`src/rtl/adc_seq.sv`:
```
// Scan sequencer for a multiplexed SAR ADC: settles the mux, pulses conversions and keeps per-channel results.
// Optional ADC_SEQ_THRESH_EN adds a sticky out-of-window interrupt on captured samples.
module adc_seq #(
    parameter int unsigned NCH     = 4,
    parameter int unsigned DW      = 10,
    parameter int unsigned SETTLE  = 2,
    parameter int unsigned TIMEOUT = 255
) (
    input  logic                   clk,
    input  logic                   resetn,
    input  logic                   cfg_en,
    input  logic                   cfg_cont,
    input  logic [NCH-1:0]         cfg_mask,
    input  logic                   start,
    output logic [$clog2(NCH)-1:0] adc_sel,
    output logic                   adc_start,
    input  logic                   adc_done,
    input  logic [DW-1:0]          adc_data,
    output logic [NCH*DW-1:0]      res_data,
    output logic [NCH-1:0]         res_valid,
    input  logic [NCH-1:0]         res_clr,
`ifdef ADC_SEQ_THRESH_EN
    input  logic [DW-1:0]          thr_hi,
    input  logic [DW-1:0]          thr_lo,
    output logic                   thr_irq,
`endif
    output logic                   busy,
    output logic                   scan_done,
    output logic                   timeout_err
);

    localparam int unsigned SW           = $clog2(NCH);
    localparam int unsigned CW           = 16;
    localparam int unsigned SETTLE_LAST  = (SETTLE == 0) ? 0 : SETTLE - 1;
    localparam int unsigned TIMEOUT_LAST = TIMEOUT - 1;

    localparam logic [2:0] S_IDLE   = 3'd0;
    localparam logic [2:0] S_SETTLE = 3'd1;
    localparam logic [2:0] S_CONV   = 3'd2;
    localparam logic [2:0] S_WAIT   = 3'd3;
    localparam logic [2:0] S_STORE  = 3'd4;

    logic [2:0]               state_q, state_d;
    logic [SW-1:0]            sel_q, sel_d;
    logic [NCH-1:0]           scan_mask_q, scan_mask_d;
    logic [CW-1:0]            cnt_q, cnt_d;
    logic                     adc_start_q, adc_start_d;
    logic                     busy_q, busy_d;
    logic                     scan_done_q, scan_done_d;
    logic                     terr_q, terr_d;
    logic [NCH-1:0][DW-1:0]   data_q, data_d;
    logic [NCH-1:0]           valid_q, valid_d;
    logic [NCH-1:0]           rem_c;
    logic                     accept_c;
    logic                     capture_c;

    function automatic logic [SW-1:0] first_set(input logic [NCH-1:0] m);
        logic [SW-1:0] idx;
        idx = '0;
        for (int i = int'(NCH) - 1; i >= 0; i--) begin
            if (m[i]) idx = SW'(i);
        end
        return idx;
    endfunction

    // scan_mask holds the channels still to convert in the current scan
    always_comb begin
        state_d     = state_q;
        sel_d       = sel_q;
        scan_mask_d = scan_mask_q;
        cnt_d       = cnt_q;
        adc_start_d = 1'b0;
        scan_done_d = 1'b0;
        terr_d      = terr_q;
        data_d      = data_q;
        valid_d     = valid_q & ~res_clr;
        accept_c    = 1'b0;
        capture_c   = 1'b0;
        rem_c       = scan_mask_q & ~(NCH'(1) << sel_q);

        if ((state_q != S_IDLE) && !cfg_en) begin
            state_d = S_IDLE;
        end else begin
            case (state_q)
                S_IDLE: begin
                    if (start && cfg_en && (cfg_mask != '0)) begin
                        accept_c    = 1'b1;
                        terr_d      = 1'b0;
                        scan_mask_d = cfg_mask;
                        sel_d       = first_set(cfg_mask);
                        cnt_d       = '0;
                        state_d     = S_SETTLE;
                    end
                end
                S_SETTLE: begin
                    if (cnt_q == CW'(SETTLE_LAST)) begin
                        cnt_d       = '0;
                        adc_start_d = 1'b1;
                        state_d     = S_CONV;
                    end else begin
                        cnt_d = cnt_q + CW'(1);
                    end
                end
                S_CONV: begin
                    cnt_d   = '0;
                    state_d = S_WAIT;
                end
                S_WAIT: begin
                    if (adc_done) begin
                        capture_c      = 1'b1;
                        data_d[sel_q]  = adc_data;
                        valid_d[sel_q] = 1'b1;
                        state_d        = S_STORE;
                    end else if (cnt_q == CW'(TIMEOUT_LAST)) begin
                        terr_d  = 1'b1;
                        state_d = S_STORE;
                    end else begin
                        cnt_d = cnt_q + CW'(1);
                    end
                end
                S_STORE: begin
                    scan_mask_d = rem_c;
                    cnt_d       = '0;
                    if (rem_c != '0) begin
                        sel_d   = first_set(rem_c);
                        state_d = S_SETTLE;
                    end else begin
                        scan_done_d = 1'b1;
                        if (cfg_cont && (cfg_mask != '0)) begin
                            scan_mask_d = cfg_mask;
                            sel_d       = first_set(cfg_mask);
                            state_d     = S_SETTLE;
                        end else begin
                            state_d = S_IDLE;
                        end
                    end
                end
                default: state_d = S_IDLE;
            endcase
        end
        busy_d = (state_d != S_IDLE);
    end

    always_ff @(posedge clk or negedge resetn) begin
        if (!resetn) begin
            state_q     <= S_IDLE;
            sel_q       <= '0;
            scan_mask_q <= '0;
            cnt_q       <= '0;
            adc_start_q <= 1'b0;
            busy_q      <= 1'b0;
            scan_done_q <= 1'b0;
            terr_q      <= 1'b0;
            data_q      <= '0;
            valid_q     <= '0;
        end else begin
            state_q     <= state_d;
            sel_q       <= sel_d;
            scan_mask_q <= scan_mask_d;
            cnt_q       <= cnt_d;
            adc_start_q <= adc_start_d;
            busy_q      <= busy_d;
            scan_done_q <= scan_done_d;
            terr_q      <= terr_d;
            data_q      <= data_d;
            valid_q     <= valid_d;
        end
    end

    assign adc_sel     = sel_q;
    assign adc_start   = adc_start_q;
    assign busy        = busy_q;
    assign scan_done   = scan_done_q;
    assign timeout_err = terr_q;
    assign res_data    = data_q;
    assign res_valid   = valid_q;

`ifdef ADC_SEQ_THRESH_EN
    logic thr_q, thr_d;

    // Window check on each captured sample; an accepted start clears the flag
    always_comb begin
        thr_d = thr_q;
        if (accept_c) thr_d = 1'b0;
        if (capture_c && ((adc_data > thr_hi) || (adc_data < thr_lo))) thr_d = 1'b1;
    end

    always_ff @(posedge clk or negedge resetn) begin
        if (!resetn) thr_q <= 1'b0;
        else         thr_q <= thr_d;
    end

    assign thr_irq = thr_q;
`endif

endmodule

```
`config.mk`:
```
export PLATFORM = sky130hd
export DESIGN_NAME = adc_seq
export DESIGN_NICKNAME = d
export VERILOG_FILES = /design/src/rtl/adc_seq.sv
export SDC_FILE = /design/constraint.sdc
export NUM_CORES = 1
export LEC_CHECK = 0
export ABC_AREA = 1
export BUFFER_PORTS_ARGS = -buffer_cell sky130_fd_sc_hd__buf_2
export CAP_MARGIN = 20
export CORE_ASPECT_RATIO = 1.1
export CORE_MARGIN = 2
export CORE_UTILIZATION = 50
export DETAILED_ROUTE_END_ITERATION = 10
export GPL_ROUTABILITY_DRIVEN = 0
export PLACE_DENSITY = 0.73
export RECOVER_POWER = 100
export SLEW_MARGIN = 40
export SYNTH_ARGS = -nofsm -noshare
export SYNTH_HDL_FRONTEND = slang
export SYNTH_SLANG_ARGS = --single-unit
```
`constraint.sdc`:
```
create_clock -name clk -period 2.1 [get_ports clk]
set_input_delay 0.42 -clock clk [delete_from_list [all_inputs] [get_ports clk]]
set_output_delay 0.42 -clock clk [all_outputs]
set_load 0.05 [all_outputs]
```
==> After elaboration in Yosys (flattened, before gate mapping) <==
Index checks and enable logic that the tools add are counted.
{ "word_totals": {"out_inout_bits": 50, "input_bits": 24, "ff_bits": 73, "word_cells": 101} }
{ "op_classes": {"addsub": 1, "magnitude_cmp": 2, "n_mux": 47, "bitwise_logic": 6, "n_shift": 1, "eq_ne": 11, "n_reduce_logical": 20} }
{ "ops": {"columns": ["op", "n"], "rows": [
  ["16-bit 2-to-1 mux", 4],
  ["16-bit one-hot mux with 4 select lines", 1],
  ["40-bit bitwise mux", 1],
  ["4-bit 2-to-1 mux", 6],
  ["2-bit 2-to-1 mux", 11],
  ["10-bit demux with 2-bit select", 1],
  ["16-bit by 1-bit adder with 16-bit output, second input constant", 1],
  ["16-bit by 1-bit equality test with 1-bit output, second input constant", 1],
  ["16-bit by 8-bit equality test with 1-bit output, second input constant", 1],
  ["3-bit 2-to-1 mux", 5],
  ["3-bit one-hot mux with 5 select lines", 1],
  ["1-bit 2-to-1 mux", 12],
  ["4-bit nonzero test", 3],
  ["10-bit 2-to-1 mux", 1],
  ["5-bit AND reduction", 2],
  ["4-bit AND", 2],
  ["2-bit inequality test, second input constant", 4],
  ["4-bit inverter", 2],
  ["4-bit one-hot mux with 2 select lines", 1],
  ["3-bit by 2-bit equality test with 1-bit output, second input constant", 2],
  ["3-bit AND reduction", 2],
  ["3-bit nonzero test", 2],
  ["1-bit logical AND", 5],
  ["4-bit bitwise OR", 1],
  ["other kinds (15)", 16]
]} }

==> Logic depth before layout (Yosys ltp) <==
{ "logic_depth": {"ltp_word": 9, "ltp_mapped": 12, "depth_no_buf": 11} }

==> Least setup slack after synthesis <==
OpenSTA, ideal clock, no wires.
{ "synth_timing": {"path_type": "register to register", "startpoint": "reg sel_q[0] (netlist: adc_sel[0])", "endpoint": "reg sel_q[0] (netlist: adc_sel[0])", "n_path_buf": 0, "required_ns": 1.981, "slack_ns": 0.441, "setup_time_ns": 0.119, "stages_incl_launch_ff": 9, "period_less_slack_ns": 1.659, "t_arrival_ns": 1.540, "path_cell_list": "dfrtp_1 inv_1 nand2_1 nand2_1 nor2_1 nor2_1 nand3_1 o21ai_0 o21a_1"} }
{ "synth_via": {"elab_chain_len": 9, "word_cells_on_any_way": 12, "classes_between": "eq/ne (1); shift (1); mux (6); bitwise (2); reduce/logical (2)"} }
{ "synth_rtl": {"columns": ["item", "line_no", "source"], "rows": [
  ["from (decl)", "44", "logic [SW-1:0] sel_q, sel_d;"],
  ["from (signal assigned)", "158", "sel_q <= sel_d;"],
  ["1-bit by 2-bit left shift with 4-bit output *", "79", "rem_c = scan_mask_q & ~(NCH'(1) << sel_q);"],
  ["4-bit inverter *", "79", null],
  ["4-bit AND *", "79", null],
  ["2-bit 2-to-1 mux (4 in series)", "61", "if (m[i]) idx = SW'(i);"],
  ["2-bit 2-to-1 mux", "124", "if (rem_c != '0) begin"],
  ["2-bit one-hot mux with 2 select lines", "84", "case (state_q)"]
]} }
Mark *: on every way between the ends. The rest lies on a longest branch, timed or not.
A chain may end at the register's enable or synchronous reset.

==> Worst setup path in the final report <==
{ "layout_timing": {"startpoint": "reg cnt_q[0]", "endpoint": "reg cnt_q[15]"} }
{ "layout_via": {"elab_chain_len": 4, "word_cells_on_any_way": 9, "classes_between": "add/sub (1); eq/ne (3); mux (4); reduce/logical (1)"} }
{ "layout_rtl": {"columns": ["item", "line_no", "source"], "rows": [
  ["from (decl)", "46", "logic [CW-1:0] cnt_q, cnt_d;"],
  ["from (signal assigned)", "160", "cnt_q <= cnt_d;"],
  ["16-bit by 1-bit adder with 16-bit output", "101, 118", null],
  ["16-bit 2-to-1 mux", "114", "end else if (cnt_q == CW'(TIMEOUT_LAST)) begin"],
  ["16-bit 2-to-1 mux", "109", "if (adc_done) begin"],
  ["16-bit one-hot mux with 4 select lines", "84", null]
]} }
Parallel ways exist; a longest one is shown, timed or not. The select of a mux whose other input is x is not followed.

==> impl_metrics.json <==
{
  "irDropWorstVdd_mv": 0.5853,
  "synth_seq_cells": 73,
  "dpl.hpwl_um": 5804,
  "drt_wl_total_um": 8180,
  "crit_type": "reg2reg",
  "gr-total-overflow": 0,
  "grtUsageMet2_pct": 31.47,
  "final_common_cell": "nand2_1",
  "path_clk_slew_ps": 80,
  "initial_core_util_pct": 50.92,
  "endpoint_kind": "register",
  "pin_count": 74,
  "postLayoutCoreUtil_pct": 57.88,
  "power.leakage_nw": 2.095,
  "clock_path_buffers": 2,
  "max_freq_ghz": 0.5398,
  "grt_busiest_layer": "met2",
  "rows": 33,
  "area_delta_synth_final_pct": 13.67,
  "hold_viol": 0,
  "synth_edf_count": 0,
  "grt_max_degree": 55,
  "place_area_mm2": 0.004118,
  "drv_cap": 0,
  "avgViaCountPerCell": 5.125,
  "rsz0062_at_grt": "false",
  "cts_hold_buffers": 0,
  "drtAntennaViolNets": 0,
  "wl_per_cell_um": 13.09,
  "grt_use_met3_pct": 3.846,
  "setup_viol_count_final": 0,
  "first_global_vias": 2817,
  "drive_gt1_share_pct": 11.34,
  "cts_tree": "yes",
  "first_pass_iters": 4,
  "syn_nets": 486,
  "core_mm2": 0.007350,
  "n_fill_cell": 700,
  "outcome": "finished clean",
  "root_buffer": "clkbuf_8",
  "worst_ep_arrival_time_ps": 2080,
  "required_ps": 2330,
  "async_flop_share_pct": 100.0,
  "tightest_slew_ps": 1076,
  "synth_warnings": 0,
  "die_w_um": 86.49,
  "ys.flop_type": "dfrtp_1",
  "yosysUniqueCellTypes": 28,
  "syn_area_mm2": 0.003742,
  "io_buffers": 73,
  "fin_crit_ps": 1852,
  "syn_avg_cell_area_um2": 8.153,
  "tns_ps": 0,
  "finalInstanceArea_mm2": 0.004254,
  "finClkSkew_ps": 7.621,
  "clk_latency_ps": 360,
  "syn_inst": 459,
  "drt_iter0_drc": 140,
  "startpoint_type": "register",
  "slew_viol_final": 0,
  "final.period_utilization_pct": 88.21,
  "die-height_um": 94.74,
  "numCtsBuffers": 9,
  "drc": 0,
  "cts_sinks": 73,
  "fp.dieArea_mm2": 0.008193,
  "htreeDepth": 3,
  "diodes": 0,
  "dr_total_vias": 3203,
  "grt.total_usage_pct": 20.64,
  "grt_antenna_before_repair": 0,
  "final_cell_mix": "nand2_1 (136), dfrtp_1 (73), o21ai_0 (57), clkbuf_1 (51), inv_1 (50)",
  "p_per_area_mw_per_mm2": 1288,
  "hold_path_class": "in2async",
  "slew_headroom_pct": 28.25,
  "rrSetupSlack_ps": 250,
  "grt_pass1_wl_um": 13210,
  "path_max_fanout": 20,
  "report.power.total_mw": 5.480,
  "nets": 560,
  "yosysSeqAreaShare_pct": 48.81,
  "globalRouteMet1Util_pct": 28.52
}
## final cells by class
type	instances	area, um2	area share (%)
inverter	52	197.7	4.647
clock inverter	7	126.4	2.971
clock buffer	9	123.9	2.912
sequential	73	1827	42.94
timing repair buffer	76	324.1	7.618
multi-input combinational	321	1546	36.35
tap	87	108.9	2.559
## cells in the mapped netlist, types with 6 or more instances
| cell type | n | area [um2] |
|---|---|---|
| nand2_1 | 136 | 510.5 |
| dfrtp_1 | 73 | 1827 |
| inv_1 | 48 | 180.2 |
| nor2_1 | 44 | 165.2 |
| o21ai_1 | 39 | 195.2 |
| nand3_1 | 16 | 80.08 |
| a21oi_1 | 14 | 70.07 |
| o21ai_2 | 12 | 105.1 |
| buf_6 | 11 | 123.9 |
| o21ai_0 | 11 | 55.05 |
| xor2_1 | 8 | 70.07 |
| nand3_2 | 6 | 60.06 |
| o211ai_1 | 6 | 45.04 |
## report_power, final
| group | total [mW] | switching [mW] | leakage (nW) | internal (mW) |
|---|---|---|---|---|
| registers | 1.96 | 0.238 | 0.988 | 1.72 |
| clock network | 1.38 | 0.581 | 0.122 | 0.803 |
| logic | 2.14 | 1.70 | 0.985 | 0.441 |
| total | 5.48 | 2.52 | 2.09 | 2.96 |
## layer usage
layer | part of all wire, % | vias to the layer above | routed length (um)
li1 | - | 1614 | -
met1 | 46 | 1487 | 3789
met2 | 45 | 90 | 3721
met3 | 6.2 | 12 | 505
met4 | 2.0 | 0 | 164
met5 | 0 | - | 0
## through the flow
stage	std cells	hold WS, ps	worst slack, ps
floorplan	459	124.4	441.4
global placement	609	408.8	232.7
detailed placement	609	411.7	222.8
CTS	625	20.02	193.8
global route	625	223.6	53.95
finish	625	227.1	247.5
## cells by family after synthesis
kind of cell	Yosys count	share of synthesized area, %
AOI/OAI and AO/OA	88	13.81
adders and majority gates	3	1.003
DFF	73	48.81
buffers and inverters	65	8.860
and+or+nand+nor	222	25.64
xor gates and xnor gates	8	1.872
## worst paths after layout
path,startpoint,end,depth (start not counted)
min in group clk,res_clr[1],res_valid[1],2
min,resetn,scan_mask_q[0],1
max reg2reg,cnt_q[0],cnt_q[15],10
max in group asynchronous,resetn,res_data[31],2
max,cnt_q[0],cnt_q[15],10
min reg2reg,res_data[14],res_data[14],2
## critical path: stages (launching register included)
cell and delay, ps:
dfrtp_1 450, inv_1 90, ha_1 210, nand2_1 70
nor2_1 40, nand2_1 90, nand2_1 80, nand2_1 110
nand3_2 320, nand2_1 150, o21ai_0 100
## registers in the layout, indices dropped and copies added (netlist names)
| signal | flops |
|---|---|
| state_q | 3 |
| adc_start | 1 |
| adc_sel | 2 |
| scan_mask_q | 4 |
| busy | 1 |
| timeout_err | 1 |
| res_valid | 4 |
| scan_done | 1 |
| cnt_q | 16 |
| res_data | 40 |
## repair_timing
item                       4_1_cts  5_1_grt
resized for setup                0        1
hold endpoints to repair         0        0
setup endpoints to repair        0        4
setup buffers                    0        0
(Power assumes the default switching activity.)
